### config.mk
export PLATFORM = sky130hd
export DESIGN_NAME = mux_trial_controller
export DESIGN_NICKNAME = d
export VERILOG_FILES = /design/src/rtl/mux_trial_controller.sv
export SDC_FILE = /design/constraint.sdc
export NUM_CORES = 1
export LEC_CHECK = 0
export ABC_CLOCK_PERIOD_IN_PS = 2000
export BUFFER_PORTS_ARGS = -buffer_cell sky130_fd_sc_hd__buf_2
export CAP_MARGIN = 20
export CORE_UTILIZATION = 49
export CTS_CLUSTER_SIZE = 28
export DETAILED_ROUTE_END_ITERATION = 6
export PLACE_DENSITY = 0.79
export SLEW_MARGIN = 40
export SYNTH_ARGS = -nofsm -noshare
export SYNTH_HDL_FRONTEND = slang
export SYNTH_SLANG_ARGS = --single-unit
export TNS_END_PERCENT = 20
### constraint.sdc
create_clock -name clk -period 2 [get_ports clk]
set_clock_uncertainty 0.1 [all_clocks]
set_input_delay 0.4 -clock clk [delete_from_list [all_inputs] [get_ports clk]]
set_output_delay 0.4 -clock clk [all_outputs]
set_load 0.02 [all_outputs]
### src/rtl/mux_trial_controller.sv
// ----------------------------------------------------------------------------
// mux_trial_controller: Monte Carlo trial sequencer for one NAND multiplexing unit.
// Rev 1.0
// ----------------------------------------------------------------------------
`timescale 1ns/1ps
`default_nettype none

module mux_trial_controller #(
  parameter int N        = 10,
  parameter int LATENCY  = 2,
  parameter int DELTA    = 1,
  parameter int TRIALS_W = 16
) (
  input  logic                clk,
  input  logic                reset_n,
  input  logic                start_i,
  input  logic [TRIALS_W-1:0] num_trials_i,
  input  logic                x_val_i,
  input  logic                y_val_i,
  input  logic                sweep_i,
  output logic [N-1:0]        mux_x_o,
  output logic [N-1:0]        mux_y_o,
  input  logic [N-1:0]        mux_z_i,
  output logic                busy_o,
  output logic                done_o,
  output logic [TRIALS_W-1:0] trial_count_o,
  output logic [TRIALS_W-1:0] err_count_o,
  output logic [TRIALS_W-1:0] undecided_count_o
);

  localparam int OW = $clog2(N + 1);
  localparam int WW = (LATENCY > 1) ? $clog2(LATENCY) : 1;

  typedef enum logic [1:0] {S_IDLE, S_DRIVE, S_SAMPLE, S_DONE} state_t;

  state_t                state_q, state_d;
  logic [TRIALS_W-1:0]   ntrials_q, ntrials_d;
  logic                  x_q, x_d, y_q, y_d, sweep_q, sweep_d;
  logic [1:0]            idx_q, idx_d;
  logic [WW-1:0]         wait_q, wait_d;
  logic [TRIALS_W-1:0]   trial_q, trial_d, err_q, err_d, und_q, und_d;

  logic [OW-1:0]         ones;
  logic                  cur_x, cur_y, expected, dec_hi, dec_lo, wrong, last;

  function automatic logic [TRIALS_W-1:0] sat_inc(input logic [TRIALS_W-1:0] v);
    return (&v) ? v : v + TRIALS_W'(1);
  endfunction

  always_comb begin
    ones = '0;
    for (int i = 0; i < N; i++) ones = ones + OW'(mux_z_i[i]);
  end

  // Sweep walks (x,y) through 00,01,10,11 using the low trial-index bits.
  assign cur_x    = sweep_q ? idx_q[1] : x_q;
  assign cur_y    = sweep_q ? idx_q[0] : y_q;
  assign expected = ~(cur_x & cur_y);
  assign dec_hi   = (ones >= OW'(N - DELTA));
  assign dec_lo   = (ones <= OW'(DELTA));
  assign wrong    = (dec_hi && !expected) || (dec_lo && expected);
  assign last     = ({1'b0, trial_q} + (TRIALS_W+1)'(1)) == {1'b0, ntrials_q};

  assign busy_o            = (state_q == S_DRIVE) || (state_q == S_SAMPLE);
  assign done_o            = (state_q == S_DONE);
  assign mux_x_o           = busy_o ? {N{cur_x}} : '0;
  assign mux_y_o           = busy_o ? {N{cur_y}} : '0;
  assign trial_count_o     = trial_q;
  assign err_count_o       = err_q;
  assign undecided_count_o = und_q;

  always_comb begin
    state_d   = state_q;
    ntrials_d = ntrials_q;
    x_d       = x_q;
    y_d       = y_q;
    sweep_d   = sweep_q;
    idx_d     = idx_q;
    wait_d    = wait_q;
    trial_d   = trial_q;
    err_d     = err_q;
    und_d     = und_q;
    unique case (state_q)
      S_IDLE: begin
        if (start_i) begin
          ntrials_d = num_trials_i;
          x_d       = x_val_i;
          y_d       = y_val_i;
          sweep_d   = sweep_i;
          idx_d     = '0;
          wait_d    = '0;
          trial_d   = '0;
          err_d     = '0;
          und_d     = '0;
          state_d   = (num_trials_i == '0) ? S_DONE : S_DRIVE;
        end
      end
      S_DRIVE: begin
        if (wait_q == WW'(LATENCY - 1)) begin
          wait_d  = '0;
          state_d = S_SAMPLE;
        end else begin
          wait_d = wait_q + WW'(1);
        end
      end
      S_SAMPLE: begin
        trial_d = sat_inc(trial_q);
        if (!dec_hi && !dec_lo) und_d = sat_inc(und_q);
        else if (wrong)         err_d = sat_inc(err_q);
        idx_d   = idx_q + 2'd1;
        state_d = last ? S_DONE : S_DRIVE;
      end
      S_DONE:  state_d = S_IDLE;
      default: state_d = S_IDLE;
    endcase
  end

  always_ff @(posedge clk or negedge reset_n) begin
    if (!reset_n) begin
      state_q   <= S_IDLE;
      ntrials_q <= '0;
      x_q       <= 1'b0;
      y_q       <= 1'b0;
      sweep_q   <= 1'b0;
      idx_q     <= '0;
      wait_q    <= '0;
      trial_q   <= '0;
      err_q     <= '0;
      und_q     <= '0;
    end else begin
      state_q   <= state_d;
      ntrials_q <= ntrials_d;
      x_q       <= x_d;
      y_q       <= y_d;
      sweep_q   <= sweep_d;
      idx_q     <= idx_d;
      wait_q    <= wait_d;
      trial_q   <= trial_d;
      err_q     <= err_d;
      und_q     <= und_d;
    end
  end

endmodule

`default_nettype wire

==> results of run 1 <==
## cell usage after synthesis, types with 3 or more instances
library cell  instances
or4_1                 4
nand2b_1              6
a21oi_1              26
or2_2                 6
xnor2_1              22
fa_1                  6
clkbuf_1             12
ha_1                  9
and3_1               11
mux2_2               19
nand2_1              41
o211ai_1              3
inv_1                18
dfrtp_1              72
nand3_1              22
o21ai_0              31
buf_2                 4
xor2_1               17
nor2_1               51
buf_4                18
and4_1                4
a22o_1                3
nor2b_1              11
o31ai_1              10
a31oi_1               4
mux2i_1               6
nand4_1              13
nor3_1               17
nor4_1                4
## layout make-up
type | instances | area (sq um) | share of cell area [%]
well taps | 108 | 135 | 2.16
repair buffers | 201 | 1380 | 22.1
multi-input cells | 369 | 2680 | 42.8
inverters | 18 | 67.6 | 1.08
clock buffers | 13 | 159 | 2.53
flip-flops and latches | 72 | 1800 | 28.8
clock inverters | 2 | 38.8 | 0.619
## kinds of logic after synthesis
logic type      share of synthesized area, %
mux                                     6.09
xor+xnor                                7.59
buf+inv                                 6.23
compound gates                          12.0
fa+ha+maj                               5.17
simple gates                            22.9
flops                                   40.1
## sequential cells by signal, indices dropped and copies added, names as in the netlist
name / flops
err_count_o: 16
ntrials_q: 16
trial_count_o: 16
undecided_count_o: 16
idx_q: 2
state_q: 2
sweep_q: 1
wait_q: 1
x_q: 1
y_q: 1
## final timing paths
check                                         to  slack, ns
min in group asynchronous        err_count_o[13]       0.51
worst min-delay path                     sweep_q       0.18
max in group asynchronous       trial_count_o[3]       0.96
worst max-delay path              err_count_o[1]      -1.82
worst min register to register            wait_q       0.44
worst max register to register   err_count_o[15]      -0.24
## where the power goes
group,internal (W),switching (W),total [W]
Clock,0.000642,0.000553,0.00120
Combinational,0.00206,0.00235,0.00441
Sequential,0.00176,0.000294,0.00206
## repair_timing
item,in CTS,in global routing
pin swaps,34,17
resized for setup,39,43
hold buffers,1,0
gates cloned,1,0
setup buffers,2,4
endpoints found under the setup margin,67,69
hold endpoints to repair,70,0
## stage by stage
stage | worst slack (ns) | instances | utilization, % | TNS [ns]
floorplan | -1.94 | 496 | - | -66.66
global placement | -2.17 | 761 | 65.5 | -66.29
detailed placement | -2.25 | 761 | 65.5 | -68.76
CTS | -1.76 | 779 | 69.3 | -54.94
global route | -1.94 | 783 | 71.2 | -59.13
finish | -1.82 | 783 | 71.2 | -55.04
## metal layers
metal  vias to the layer above  global-route usage, %  part of all wire (%)
met1                      2117                   32.5                    41
met5                         -                      0                     0
met2                       160                   47.9                    51
met4                         0                   11.1                   2.5
met3                        32                   3.65                   4.7
li1                       2084                      -                     -
==> metrics.cfg, run 1 <==
[grt]
grt_max_degree=73
grt_pass1_wl_microns=20300
grt_pass1_vias=4389
antenna_found_initial=0
grt_use_total_pct=26.8
overflow=0

[timing]
max_freq_mhz=262
setup_viol=43
period_minus_slack_ns=3.82
post-route-period-util_pct=191
rsz0062_at_grt=yes
hold_viol_final=0
final-max-slew-violation-count=0
tightest_slew_ns=0.412
holdWs_ns=0.176
relSlewSlack_pct=72.5
layout_setup_ws_ns=-1.82

[worst_setup_path]
rr_startpoint=state_q[0]
path_cells=buf_6 -> fa_1 -> inv_1 -> fa_1 -> fa_1 -> inv_1 -> ha_2 -> fa_2 -> nand3b_1 -> a2bb2o_4 -> o21ai_4 -> buf_6 -> nor2_1 -> a31oi_1 -> o211ai_1
cp_slowest_cell=fa_2
critPathMaxFanout=5
critPathMaxStageDelay_ns=0.57
cp-start-kind=input port
reg2regPathDepth=11
cp_num_cells=15
worst-path-buf-inv=4
crit_family=adder cells
worstPathRequired_ns=2.12
cp-end-kind=flop
path_class=in2reg
crit_start=mux_z_i[9]
cpMostUsedCell=fa_1
crit_arrival_ns=3.94

[worst_hold_path]
hold_class=in2reg
hold_start=sweep_i
worstHoldPathCells=2

[synth]
synth_largest_area_cell=dfrtp_1
dominantRegCellSynth=dfrtp_1
synth.distinct_cells=49
avgSynthCellArea_sq_um=9.07
synth_cells=496
synth-seq-cells=72
synth_enable_flop_cells=0
async_reset_ff_share_pct=100
ys_seq_area_share_pct=40.1
synthTopCellsByArea=dfrtp_1 (40%), mux2_2 (4.8%), xnor2_1 (4.3%)
yosysWarnings=0
synthesis.nets=543
syn_area_sq_um=4500
synth_top_area_share_pct=40.1

[cells_and_area]
area_growth_pct=39.4
drive_gt1_share_pct=44.1
nets=718
fillers=641
final_cell_mix=buf_4 (97), buf_2 (88), dfrtp_1 (70)
antenna_cells=0
postLayoutCellArea_sq_um=6270
layout_commonest_cell=buf_4

[floorplanning]
top_level_ports=102
coreArea_sq_um=8810
start_util_pct=51.1
dieWidth_microns=97.8
die_area_sq_um=9570
row_count=34
dieHeight_microns=97.8

[power]
total_power_w=0.00766
peakVddDrop_mv=0.751
p_leak_nw=2.99
p_per_area_nw_per_um2=1220

[placed_design]
dpl_cell_area_sq_um=5770
portBuffers=101
dp_hpwl_microns=8860
gp_routability_congestion=0.868

[routing]
routedWlPerCell_microns=15.9
viasPerCell=5.61
routed_wl_microns=12400
drc=12
dr.pass1.iters=7
vias=4393
dr.first_iter.drc_count=141
final_antenna_net_count=0

[cts]
cts_root_buf=clkbuf_8
tritoncts=done
h-tree-depth=3
clk_pin_slew_worst_paths_ns=0.07
cts_sinks=72
worstSkewPairLatency_ns=0.36
cts_buffer_depth=2
numCtsBuffers=9

[job]
maxCapViolations=0

[outcome]
status=finished with violations
violations=DRC, setup timing

Power figures use the tool's default switching activity.
==> inputs of run 2 (changes only) <==
- RECOVER_POWER: default -> 50
- TNS_END_PERCENT: 20 -> default
==> metrics.cfg, run 2 (same netlist as run 1, synthesis figures left out) <==
[power]
pwr-share-seq_pct=23.5
combPwrFrac_pct=62.8
p_per_area_nw_per_um2=1310
p_sw_share_pct=42.9
peakVddDrop_mv=1.25
p_sw_w=0.00379
clockPowerShare_pct=13.7
p_int_w=0.00505
p_leak_nw=3.14

[routing]
dr.first_iter.drc_count=423
routed_wl_microns=15400
viasPerCell=6.00
vias=4825
routedWlPerCell_microns=19.2
drc=6
final_antenna_net_count=0
dr.pass1.iters=7

[floorplanning]
top_level_ports=102
row_count=34
dieHeight_microns=97.8
die_area_sq_um=9570
dieWidth_microns=97.8
start_util_pct=51.1
coreArea_sq_um=8810

[cts]
worstSkewPairLatency_ns=0.36
numCtsBuffers=9
cts_buffer_depth=2
clk_pin_slew_worst_paths_ns=0.08
cts_root_buf=clkbuf_8
tritoncts=done
h-tree-depth=3
cts_sinks=72

[timing]
period_minus_slack_ns=3.80
final-max-slew-violation-count=0
max_freq_mhz=263
holdWs_ns=0.177
setup_viol=49
layout_setup_ws_ns=-1.80
hold_viol_final=0
tightest_slew_ns=1.01
setup_tns_ns=-56.03
relSlewSlack_pct=32.8
post-route-period-util_pct=190
rsz0062_at_grt=yes

[cells_and_area]
nets=738
antenna_cells=0
layout_commonest_cell=buf_4
area_growth_pct=50.0
fin_util_pct=76.6
final_cell_mix=buf_4 (98), buf_2 (82), dfrtp_1 (64)
drive_gt1_share_pct=50.1

[worst_hold_path]
hold_class=in2reg

[grt]
grt_use_total_pct=27.6
antenna_found_initial=0
grt_max_degree=73
grt_pass1_vias=4399
grt_pass1_wl_microns=21100
overflow=0

[placed_design]
gp_routability_congestion=0.914
dp_hpwl_microns=8750
pre_cts_ws_ns=-2.14
portBuffers=101

[outcome]
violations=DRC, setup timing
status=finished with violations

[job]
maxCapViolations=0

[worst_setup_path]
cp-start-kind=input port
worstPathRequired_ns=2.13
critPathMaxFanout=5
cp-end-kind=flop
crit_arrival_ns=3.93
path_class=in2reg

run 2: cell count changes in the layout (fill, tap and decap cells not counted), sizes merged:
cell | previous run | this run
buf | 200 | 205
clkbuf | 13 | 21
clkinv | 1 | 3
clkinvlp | 0 | 1
nor2b | 11 | 13
or2 | 6 | 9
run 2: per-stage QoR:
stage / power [W] / instances / instance area, sq um
6_report: 0.00884 / 804 / 6750
4_1_cts: 0.00762 / 780 / 6220
3_3_place_gp: 0.00579 / 746 / 5740
5_1_grt: 0.00917 / 804 / 6750
3_5_place_dp: 0.00592 / 746 / 5740
2_1_floorplan: 0.00491 / 496 / 4750
run 2: layout make-up:
type | instances | area (sq um)
multi-input combinational | 374 | 2990
fill | 516 | 2060
sequential | 72 | 1810
timing repair buffer | 216 | 1550
clock buffer | 11 | 141
tap | 108 | 135
inverter | 18 | 67.6
clock inverter | 5 | 56.3
run 2: path summary, 6_finish.rpt:
kind                            start  depth (start not counted)                 to  slack (ns)
max in group asynchronous     reset_n                          3   trial_count_o[2]        0.33
max                        mux_z_i[5]                         15     err_count_o[1]       -1.80
max reg2reg                state_q[1]                         11    err_count_o[15]       -0.51
min                           y_val_i                          2                y_q        0.18
min reg2reg                       y_q                          1                y_q        0.45
min in group asynchronous     reset_n                          3  trial_count_o[14]        0.74
run 2: timing repair:
item | CTS | global route
hold endpoints to repair | 63 | 0
cloned | 3 | 4
hold buffers | 1 | 0
endpoints found under the setup margin | 65 | 67
resized for setup | 39 | 83
buffers inserted | 14 | 20
pin swaps | 15 | 32
run 2: worst max-delay path: stages:
cell      delay (ns)
buf_6           0.09
fa_1            0.52
inv_1           0.05
fa_1            0.46
fa_1            0.50
inv_2           0.04
ha_4            0.15
fa_2            0.56
nand3b_1        0.17
a2bb2o_4        0.26
o21ai_4         0.27
buf_6           0.16
nor2_2          0.03
a31oi_1         0.13
o211ai_1        0.11
run 2: power by group through the flow:
stage	Sequential [W]	Combinational (W)	Clock, W
2_1_floorplan	0.00211	0.00280	0
3_3_place_gp	0.00204	0.00375	0
3_5_place_dp	0.00206	0.00387	0
4_1_cts	0.00202	0.00441	0.00119
5_1_grt	0.00211	0.00582	0.00125
6_report	0.00208	0.00555	0.00121
run 2: routing by layer:
layer  vias to the layer above  part of all wire [%]  global-route usage, %
li1                       2124                     -                      -
met1                      2349                    39                   34.4
met2                       285                    50                   47.6
met3                        67                   7.3                   4.01
met4                         0                   4.1                   12.7
met5                         -                     0                      0
